$ cat src/rtl/alu_issue_ctrl_if.sv
// Instruction-in / result-out handshake bundle for alu_issue_ctrl.
// Latency: none, wires only.
// Backpressure: valid/ready on both the instruction and the result channel.
interface alu_issue_ctrl_if #(
  parameter int DW = 32
);
  logic          inst_valid;
  logic          inst_ready;
  logic [31:0]   inst;
  logic          res_valid;
  logic          res_ready;
  logic [DW-1:0] res_data;
  logic          res_zf;
  logic [4:0]    res_rd;
  logic          branch_taken;

  // Instruction source / result sink side.
  modport master (
    output inst_valid, inst, res_ready,
    input  inst_ready, res_valid, res_data, res_zf, res_rd, branch_taken
  );

  // Controller side.
  modport slave (
    input  inst_valid, inst, res_ready,
    output inst_ready, res_valid, res_data, res_zf, res_rd, branch_taken
  );
endinterface

$ cat src/rtl/alu_issue_ctrl.sv
// Issue/writeback controller around an external combinational 4-bit-opcode ALU.
// Latency: accept edge, one ALU settle cycle, result valid after the next edge.
// Backpressure: result held in RESP until res_ready; no new instruction accepted meanwhile.
// Optional build macro ALU_ILLEGAL_TRAP_EN adds the registered 'illegal' output.
module alu_issue_ctrl #(
  parameter int DW   = 32,
  parameter int NREG = 32
) (
  input  logic                clk,
  input  logic                rst_n,
  alu_issue_ctrl_if.slave     bus,
  output logic [3:0]          alu_op,
  output logic [31:0]         alu_a,
  output logic [31:0]         alu_b,
  input  logic [31:0]         alu_res,
  input  logic                alu_zf,
  input  logic [4:0]          dbg_addr,
`ifdef ALU_ILLEGAL_TRAP_EN
  output logic                illegal,
`endif
  output logic [31:0]         dbg_data
);

  typedef enum logic [1:0] {IDLE, EXEC, RESP} state_t;

  state_t        state_q, state_d;
  logic [DW-1:0] rf [NREG];

  logic [5:0]    opcode, funct;
  logic [4:0]    rs, rt, rd;
  logic [15:0]   imm;
  logic [DW-1:0] rs_val, rt_val;

  logic [3:0]    dec_op;
  logic [DW-1:0] dec_b;
  logic [4:0]    dec_dest;
  logic          dec_wb, dec_br, dec_ill;

  logic [4:0]    dest_q;
  logic          wb_q, br_q, ill_q;

  assign opcode = bus.inst[31:26];
  assign rs     = bus.inst[25:21];
  assign rt     = bus.inst[20:16];
  assign rd     = bus.inst[15:11];
  assign funct  = bus.inst[5:0];
  assign imm    = bus.inst[15:0];

  // Register 0 is hardwired to zero on every read port.
  assign rs_val   = (rs == 5'd0)       ? '0 : rf[rs];
  assign rt_val   = (rt == 5'd0)       ? '0 : rf[rt];
  assign dbg_data = (dbg_addr == 5'd0) ? '0 : rf[dbg_addr];

  // Decode the offered instruction into ALU op, operand B, destination and flags.
  always_comb begin
    dec_op   = 4'b1111;
    dec_b    = '0;
    dec_dest = 5'd0;
    dec_wb   = 1'b0;
    dec_br   = 1'b0;
    dec_ill  = 1'b0;
    case (opcode)
      6'b000000: begin
        dec_b    = rt_val;
        dec_dest = rd;
        dec_wb   = 1'b1;
        case (funct)
          6'b100100: dec_op = 4'b0000;
          6'b100101: dec_op = 4'b0001;
          6'b100000: dec_op = 4'b0010;
          6'b100010: dec_op = 4'b0110;
          6'b101010: dec_op = 4'b0111;
          6'b100111: dec_op = 4'b1100;
          default: begin
            dec_op   = 4'b1111;
            dec_b    = '0;
            dec_dest = 5'd0;
            dec_wb   = 1'b0;
            dec_ill  = 1'b1;
          end
        endcase
      end
      6'b001000: begin dec_op = 4'b0010; dec_b = {{(DW-16){imm[15]}}, imm}; dec_dest = rt; dec_wb = 1'b1; end
      6'b001010: begin dec_op = 4'b0111; dec_b = {{(DW-16){imm[15]}}, imm}; dec_dest = rt; dec_wb = 1'b1; end
      6'b001100: begin dec_op = 4'b0000; dec_b = {{(DW-16){1'b0}}, imm};    dec_dest = rt; dec_wb = 1'b1; end
      6'b001101: begin dec_op = 4'b0001; dec_b = {{(DW-16){1'b0}}, imm};    dec_dest = rt; dec_wb = 1'b1; end
      6'b000100: begin dec_op = 4'b0110; dec_b = rt_val; dec_br = 1'b1; end
      default:   dec_ill = 1'b1;
    endcase
  end

  // State register.
  always_ff @(posedge clk or negedge rst_n) begin
    if (!rst_n) state_q <= IDLE;
    else        state_q <= state_d;
  end

  // Next state and the accept-side ready.
  always_comb begin
    state_d        = state_q;
    bus.inst_ready = 1'b0;
    case (state_q)
      IDLE: begin
        bus.inst_ready = 1'b1;
        if (bus.inst_valid) state_d = EXEC;
      end
      EXEC:    state_d = RESP;
      RESP:    if (bus.res_ready) state_d = IDLE;
      default: state_d = IDLE;
    endcase
  end

  // Operand latch on accept, result capture after the ALU settles, handshake release.
  always_ff @(posedge clk or negedge rst_n) begin
    if (!rst_n) begin
      alu_op           <= 4'b0000;
      alu_a            <= '0;
      alu_b            <= '0;
      dest_q           <= 5'd0;
      wb_q             <= 1'b0;
      br_q             <= 1'b0;
      ill_q            <= 1'b0;
      bus.res_valid    <= 1'b0;
      bus.res_data     <= '0;
      bus.res_zf       <= 1'b0;
      bus.res_rd       <= 5'd0;
      bus.branch_taken <= 1'b0;
`ifdef ALU_ILLEGAL_TRAP_EN
      illegal          <= 1'b0;
`endif
    end else begin
      case (state_q)
        IDLE: if (bus.inst_valid) begin
          alu_op <= dec_op;
          alu_a  <= rs_val;
          alu_b  <= dec_b;
          dest_q <= dec_dest;
          wb_q   <= dec_wb;
          br_q   <= dec_br;
          ill_q  <= dec_ill;
        end
        EXEC: begin
          bus.res_data     <= alu_res;
          bus.res_zf       <= alu_zf;
          bus.branch_taken <= br_q & alu_zf;
          bus.res_rd       <= wb_q ? dest_q : 5'd0;
          bus.res_valid    <= 1'b1;
`ifdef ALU_ILLEGAL_TRAP_EN
          illegal          <= ill_q;
`endif
        end
        RESP: if (bus.res_ready) bus.res_valid <= 1'b0;
        default: ;
      endcase
    end
  end

  // Register file: writeback happens on the result handshake, before the next accept.
  always_ff @(posedge clk or negedge rst_n) begin
    if (!rst_n) begin
      for (int i = 0; i < NREG; i++) rf[i] <= '0;
    end else if (state_q == RESP && bus.res_ready && wb_q && dest_q != 5'd0) begin
      rf[dest_q] <= bus.res_data;
    end
  end

endmodule
$ cat src/flat_wrapper.sv
// flat-port wrapper written by rule: the top's interface ports become plain ports
module alu_issue_ctrl_flat 
#(
  parameter int DW   = 32,
  parameter int NREG = 32
)
  (clk, rst_n, alu_op, alu_a, alu_b, alu_res, alu_zf, dbg_addr, dbg_data, bus_inst_valid, bus_inst, bus_res_ready, bus_inst_ready, bus_res_valid, bus_res_data, bus_res_zf, bus_res_rd, bus_branch_taken);
  alu_issue_ctrl_if #(.DW(DW)) bus_i ();
  input  logic clk;
  input  logic rst_n;
  output logic [3:0] alu_op;
  output logic [31:0] alu_a;
  output logic [31:0] alu_b;
  input  logic [31:0] alu_res;
  input  logic alu_zf;
  input  logic [4:0] dbg_addr;
  output logic [31:0] dbg_data;
  input wire logic [$bits(bus_i.inst_valid)-1:0] bus_inst_valid;
  input wire logic [$bits(bus_i.inst)-1:0] bus_inst;
  input wire logic [$bits(bus_i.res_ready)-1:0] bus_res_ready;
  output wire logic [$bits(bus_i.inst_ready)-1:0] bus_inst_ready;
  output wire logic [$bits(bus_i.res_valid)-1:0] bus_res_valid;
  output wire logic [$bits(bus_i.res_data)-1:0] bus_res_data;
  output wire logic [$bits(bus_i.res_zf)-1:0] bus_res_zf;
  output wire logic [$bits(bus_i.res_rd)-1:0] bus_res_rd;
  output wire logic [$bits(bus_i.branch_taken)-1:0] bus_branch_taken;
  assign bus_i.inst_valid = bus_inst_valid;
  assign bus_i.inst = bus_inst;
  assign bus_i.res_ready = bus_res_ready;
  assign bus_inst_ready = bus_i.inst_ready;
  assign bus_res_valid = bus_i.res_valid;
  assign bus_res_data = bus_i.res_data;
  assign bus_res_zf = bus_i.res_zf;
  assign bus_res_rd = bus_i.res_rd;
  assign bus_branch_taken = bus_i.branch_taken;
  alu_issue_ctrl #(.DW(DW), .NREG(NREG)) u_core (.clk(clk), .rst_n(rst_n), .bus(bus_i), .alu_op(alu_op), .alu_a(alu_a), .alu_b(alu_b), .alu_res(alu_res), .alu_zf(alu_zf), .dbg_addr(dbg_addr), .dbg_data(dbg_data));
endmodule
$ cat config.mk
export PLATFORM = sky130hd
export DESIGN_NAME = alu_issue_ctrl_flat
export DESIGN_NICKNAME = d
export VERILOG_FILES = /design/src/rtl/alu_issue_ctrl_if.sv /design/src/rtl/alu_issue_ctrl.sv /design/src/flat_wrapper.sv
export SDC_FILE = /design/constraint.sdc
export NUM_CORES = 2
export LEC_CHECK = 0
export CAP_MARGIN = 40
export CORE_MARGIN = 3
export CORE_UTILIZATION = 45
export CTS_BUF_LIST = sky130_fd_sc_hd__clkbuf_8
export DETAILED_ROUTE_END_ITERATION = 6
export HOLD_SLACK_MARGIN = 0.12
export PLACE_DENSITY = 0.71
export SYNTH_ARGS = -nofsm -noshare
export SYNTH_HDL_FRONTEND = slang
export SYNTH_SLANG_ARGS = --single-unit
$ cat constraint.sdc
create_clock -name clk -period 3.7 [get_ports clk]
set_input_delay 0.74 -clock clk [delete_from_list [all_inputs] [get_ports clk]]
set_output_delay 0.74 -clock clk [all_outputs]
set_load 0.01 [all_outputs]
# Yosys cells after proc, flatten, opt, wreduce, memory -nomap -nowiden
# Cells that the tools add are included.
# word_totals
register_bits	1141
inputBits	74
out_inout_bits	141
# op_classes
magnitude_cmp	5
eq_ne	15
n_mux	31
n_bitwise	5
reduce_logical	18
# op_table
op	count
$bwmux W1024	1
$bmux W32 S5	3
$mux W32	11
$demux W32 S5	1
$pmux W32 S4	1
$pmux W4 S6	2
$eq A6 B6 Y1 const B	6
$eq A6 B4 Y1 const B	4
$ge A6 B6 Y1 const B	4
$not A5 Y6	4
$logic_not A5 Y1	3
$mux W5	2
$pmux W5 S2	1
$eq A6 B3 Y1 const B	1
$logic_not A6 Y1	1
$lt A6 B1 Y1 const B	1
$pmux W2 S3	1
$reduce_and A2 Y1	3
$reduce_or A6 Y1	1
$reduce_bool A5 Y1	1
$logic_and A1 B1 Y1	4
$mux W1	4
$mux W2	2
$ne A2 B2 Y1 const B	2
8 further kinds	10

# Depth between registers and ports, before layout
# depth
ltp_word	7
ltp_mapped	9
depth_no_buf	5

# Worst setup path after synthesis
# OpenSTA, ideal clock, no wires.
# synth_path
path_kind	input-to-output
start	input port dbg_addr[1]
end	output port dbg_data[11]
arrival_time_ns	2.567
required_ns	2.960
path_slack_ns	0.393
cell_stages	7
path_buffers	3
path_cell_list	clkbuf_1 -> clkbuf_1 -> buf_1 -> mux4_2 -> mux4_2 -> nand2_1 -> o21ai_0
# synth_between
elab_chain_cells	5
# synth_rtl
item	line_no	source
from (decl)	flat_wrapper.sv:16	input logic [4:0] dbg_addr;
$not A5 Y6 (not written as such)	alu_issue_ctrl.sv:52	assign dbg_data = (dbg_addr == 5'd0) ? '0 : rf[dbg_addr];
$bmux W32 S5	alu_issue_ctrl.sv:52	
$mux W32 (not written as such) (2 in a row)	alu_issue_ctrl.sv:52	
$mux W32 *	alu_issue_ctrl.sv:52	
to (decl)	flat_wrapper.sv:17	output logic [31:0] dbg_data;
# Mark *: on every way between the ends. The rest lies on a longest branch, timed or not. The select of a mux whose other input is x is not followed.

# Final worst setup path
# layout_path
start	register u_core.rf[170] (netlist name)
end	output port dbg_data[10]
# layout_between
elab_chain_cells	4
# layout_rtl
item	line_no	source
from (decl)	alu_issue_ctrl.sv:27	logic [DW-1:0] rf [NREG];
from (signal, indexed assignment)	alu_issue_ctrl.sv:163	rf[dest_q] <= bus.res_data;
$bmux W32 S5	alu_issue_ctrl.sv:52	
$mux W32 (not written as such) (2 in a row)	alu_issue_ctrl.sv:52	
$mux W32	alu_issue_ctrl.sv:52	
# No other way between the ends. The select of a mux whose other input is x is not followed.

==> flow_summary.toml <==
[clock_tree]
htree_levels = 4
clkLatencyLatePin_ns = 0.92
clkTransAtPathRegs_ns = 0.06
root_buffer = "clkbuf_8"
cts_buffer_depth = 3
numCtsBuffers = 184
clock-sinks = 1141
cts_tree = "built"

[synthesis]
syn_area_um2 = 66400
synth_area_leaders = "dfrtp_1, mux4_2, mux2_2"
synth_flop_cell = "dfrtp_1"
synth_cells = 4481
synthesis.nets = 4555
yosys.cell_count.top_type = "dfrtp_1"
ys_seq_area_share_pct = 43.0
syn_avg_cell_area_um2 = 14.8
synth_common_cells = "dfrtp_1, mux2_2, mux4_2"
ys_warn_count = 0
synth_top_area_share_pct = 43.0
synthArstFlopShare_pct = 100
synth_top_area_cell = "dfrtp_1"
synth-seq-cells = 1141
ys_types = 59
synth-edff-count = 0

[status]
status = "complete, but fails checks"
failed_checks = "design-rule violations"

[finish]
area_growth_pct = 16.2
nFillCells = 12000
multi_input_area_um2 = 35600
ff_latch_area_um2 = 28600
post-route-util_pct = 52.8
drive_gt1_share_pct = 51.5
nets = 4837

[floorplanning]
pin_count = 215
die_w_um = 390
core_um2 = 146000
dieArea_um2 = 152000
rows = 140
start_util_pct = 45.4
die_h_um = 390

[sta]
finalCritPeriodShare_pct = 99.5
worst_pin_slew_ns = 0.968
slew_headroom_pct = 34.4
setup_viol = 0
hold_violations = 0
rsz0062_at_grt = "false"
finalClockSkew_ns = 0.0386
finalCriticalPeriod_ns = 3.68
fmax_mhz = 272
slew_viol_final = 0
worst_slack_ns = 0.0200

[drt]
routed_wl_um = 241000
vias_per_cell = 7.04
met1_length_um = 88000
wl_met2_um = 104000
top_layer_used = "met5"
drtAntennaViolNets = 0
drc = 1
drtIter0Drc = 6491
firstDrtPassIters = 7
vias = 48100
wl_per_cell_um = 35.2
met3_wirelength_um = 34900

[placement]
dp_slack_ns = -0.385
gp_congestion = 0.966
place_hpwl_um = 154000
numPortBuffers = 214

[setup_path]
path_buf_inv = 2
crit_slowest_cell = "mux4_2"
cpPeakStageDelay_ns = 0.48
worstSetupPathType = "flip-flop to output port"
startpoint = "u_core.rf[170]"
r2r-start = "u_core.state_q[1]"
cp.required_ns = 2.96
endpoint_kind = "output port"
worstSetupPathDepth = 6
crit_chain = "mux4_2 -> mux4_2 -> nand2_1 -> o21ai_1 -> buf_4 -> dlygate4sd2_1"
r2r_end = "u_core.alu_b[0]"
crit_fanout = 4
r2r_slack_ns = 0.76
worstPathArrival_ns = 2.94
critPathLaunchType = "flip-flop"
worstRegToRegCells = 6
crit_end = "dbg_data[10]"
crit_top_cell = "mux4_2"
crit_family = "multiplexers"

[power]
peakVddDrop_mv = 0.407
p_int_uw = 22200
seqPwrFrac_pct = 43.0
switchingPower_uw = 10600
power.leakage_uw = 0.0347
switching_share_pct = 32.4
pwr-share-clk_pct = 35.3
power.density_nw_per_um2 = 425
combPwrFrac_pct = 21.8

[hold_path]
holdCritStartpoint = "alu_res[0]"
hp-class = "input pin to flip-flop"

[grt]
grt_first_pass_wirelength_um = 348000
overflow = 0
antenna_found_initial = 13
grt_use_total_pct = 31.5
grt_pass1_vias = 48600
grt_max_degree = 88

[job]
drv_cap = 0
==> worst reg2reg max path, stage by stage (launching register included) <==
cell      delay [ns]
dfrtp_1         0.46
or3b_4          0.58
nor4_4          0.40
buf_4           0.22
buf_4           0.49
o311ai_1        0.47
o211ai_1        0.22
==> kinds of logic (layout without fill, tap and decap cells) <==
| kind of cell | count (synthesis) | count (layout) | synth area share [%] |
|---|---|---|---|
| XOR/XNOR | 1 | 1 | 0.0132 |
| multiplexers | 1946 | 1946 | 45.8 |
| AO/OA/AOI/OAI | 478 | 478 | 5.12 |
| AND/OR/NAND/NOR | 355 | 355 | 2.43 |
| other | 0 | 9 | 0 |
| buffers and inverters | 560 | 983 | 3.66 |
| flip-flops | 1141 | 1141 | 43.0 |
==> power by group through the flow <==
stage,Sequential (uW),Clock (uW),Combinational [uW]
after floorplan,14100,0,3500
after CTS,14100,11700,7040
after global routing,14200,12200,7510
final,14100,11600,7140
after detailed placement,14300,0,7010
after global placement,14300,0,6780
==> cell usage in the layout (no fill, tap or decap), drive strengths merged, types with 5 or more instances in the layout <==
cell,netlist,routed
a211oi,54,54
buf,248,423
o22ai,56,56
dlygate4sd2,0,16
o221ai,30,30
o311ai,16,16
a22oi,36,36
diode,0,9
nor3,7,7
and2,8,8
o211ai,15,15
nand3,14,14
o21ai,72,72
clkdlybuf4s15,0,8
clkdlybuf4s50,0,167
nand2,212,212
nor2,54,54
nand3b,6,6
mux2i,177,177
inv,37,85
a22o,97,97
a21oi,61,61
clkinvlp,0,11
bufinv,0,7
a221oi,10,10
and3,17,17
dfrtp,1141,1141
nor2b,13,13
clkinv,0,25
nand2b,5,5
mux2,997,997
a31oi,14,14
mux4,772,772
clkbuf,275,240
==> per-layer routing <==
layer  track usage (%)  vias to the layer above
met5             0.542                        -
met4              16.6                       10
met3              12.6                      775
met2              44.9                     3728
met1              41.4                    25300
li1                  -                    18300
==> how the worst min path moves through the flow <==
stage	endpoint	slack (ns)	cells past startpoint
2_1_floorplan	u_core.alu_a[0]	0.44	0
3_3_place_gp	u_core.rf[996]	0.38	0
3_5_place_dp	u_core.rf[1006]	0.39	0
4_1_cts	u_core.bus.res_data[0]	0.29	3
5_1_grt	u_core.bus.res_data[0]	0.35	3
6_report	u_core.bus.res_data[0]	0.36	3
==> state kept, by name (all words and copies together) (netlist names) <==
| signal | count |
|---|---|
| u_core.rf | 1024 |
| u_core.wb_q | 1 |
| u_core.bus.res_zf | 1 |
| u_core.br_q | 1 |
| u_core.alu_b | 32 |
| u_core.bus.branch_taken | 1 |
| u_core.dest_q | 5 |
| u_core.state_q | 2 |
| u_core.alu_op | 4 |
| u_core.bus.res_rd | 5 |
| u_core.bus.res_valid | 1 |
| u_core.bus.res_data | 32 |
| u_core.alu_a | 32 |
==> area by class of cell <==
class	instances	share of cell area, %
Antenna cell	9	0.0292
Clock buffer	236	4.21
Clock inverter	91	0.782
Inverter	37	0.180
Multi-Input combinational cell	2780	46.2
Sequential cell	1141	37.0
Tap cell	1917	3.11
Timing Repair Buffer	619	8.50
==> through the flow <==
step | std cells | TNS (ns) | area, um2 | power [uW] | hold slack, ns
floorplan | 4481 | 0 | 66400 | 17600 | 0.441
global placement | 6452 | -6.45 | 72900 | 21100 | 0.384
detailed placement | 6457 | -6.52 | 73000 | 21300 | 0.385
CTS | 6801 | 0 | 76900 | 32800 | 0.295
global route | 6822 | 0 | 77100 | 33900 | 0.350
finish | 6830 | 0 | 77100 | 32800 | 0.360
==> timing repair <==
item | 4_1_cts | 5_1_grt
setup endpoints to repair | 32 | 13
setup buffers | 16 | 20
hold buffers | 1 | 0
hold endpoints to repair | 41 | 0
gates resized for setup | 72 | 15
Note: power is estimated with default switching activity, not from simulation.
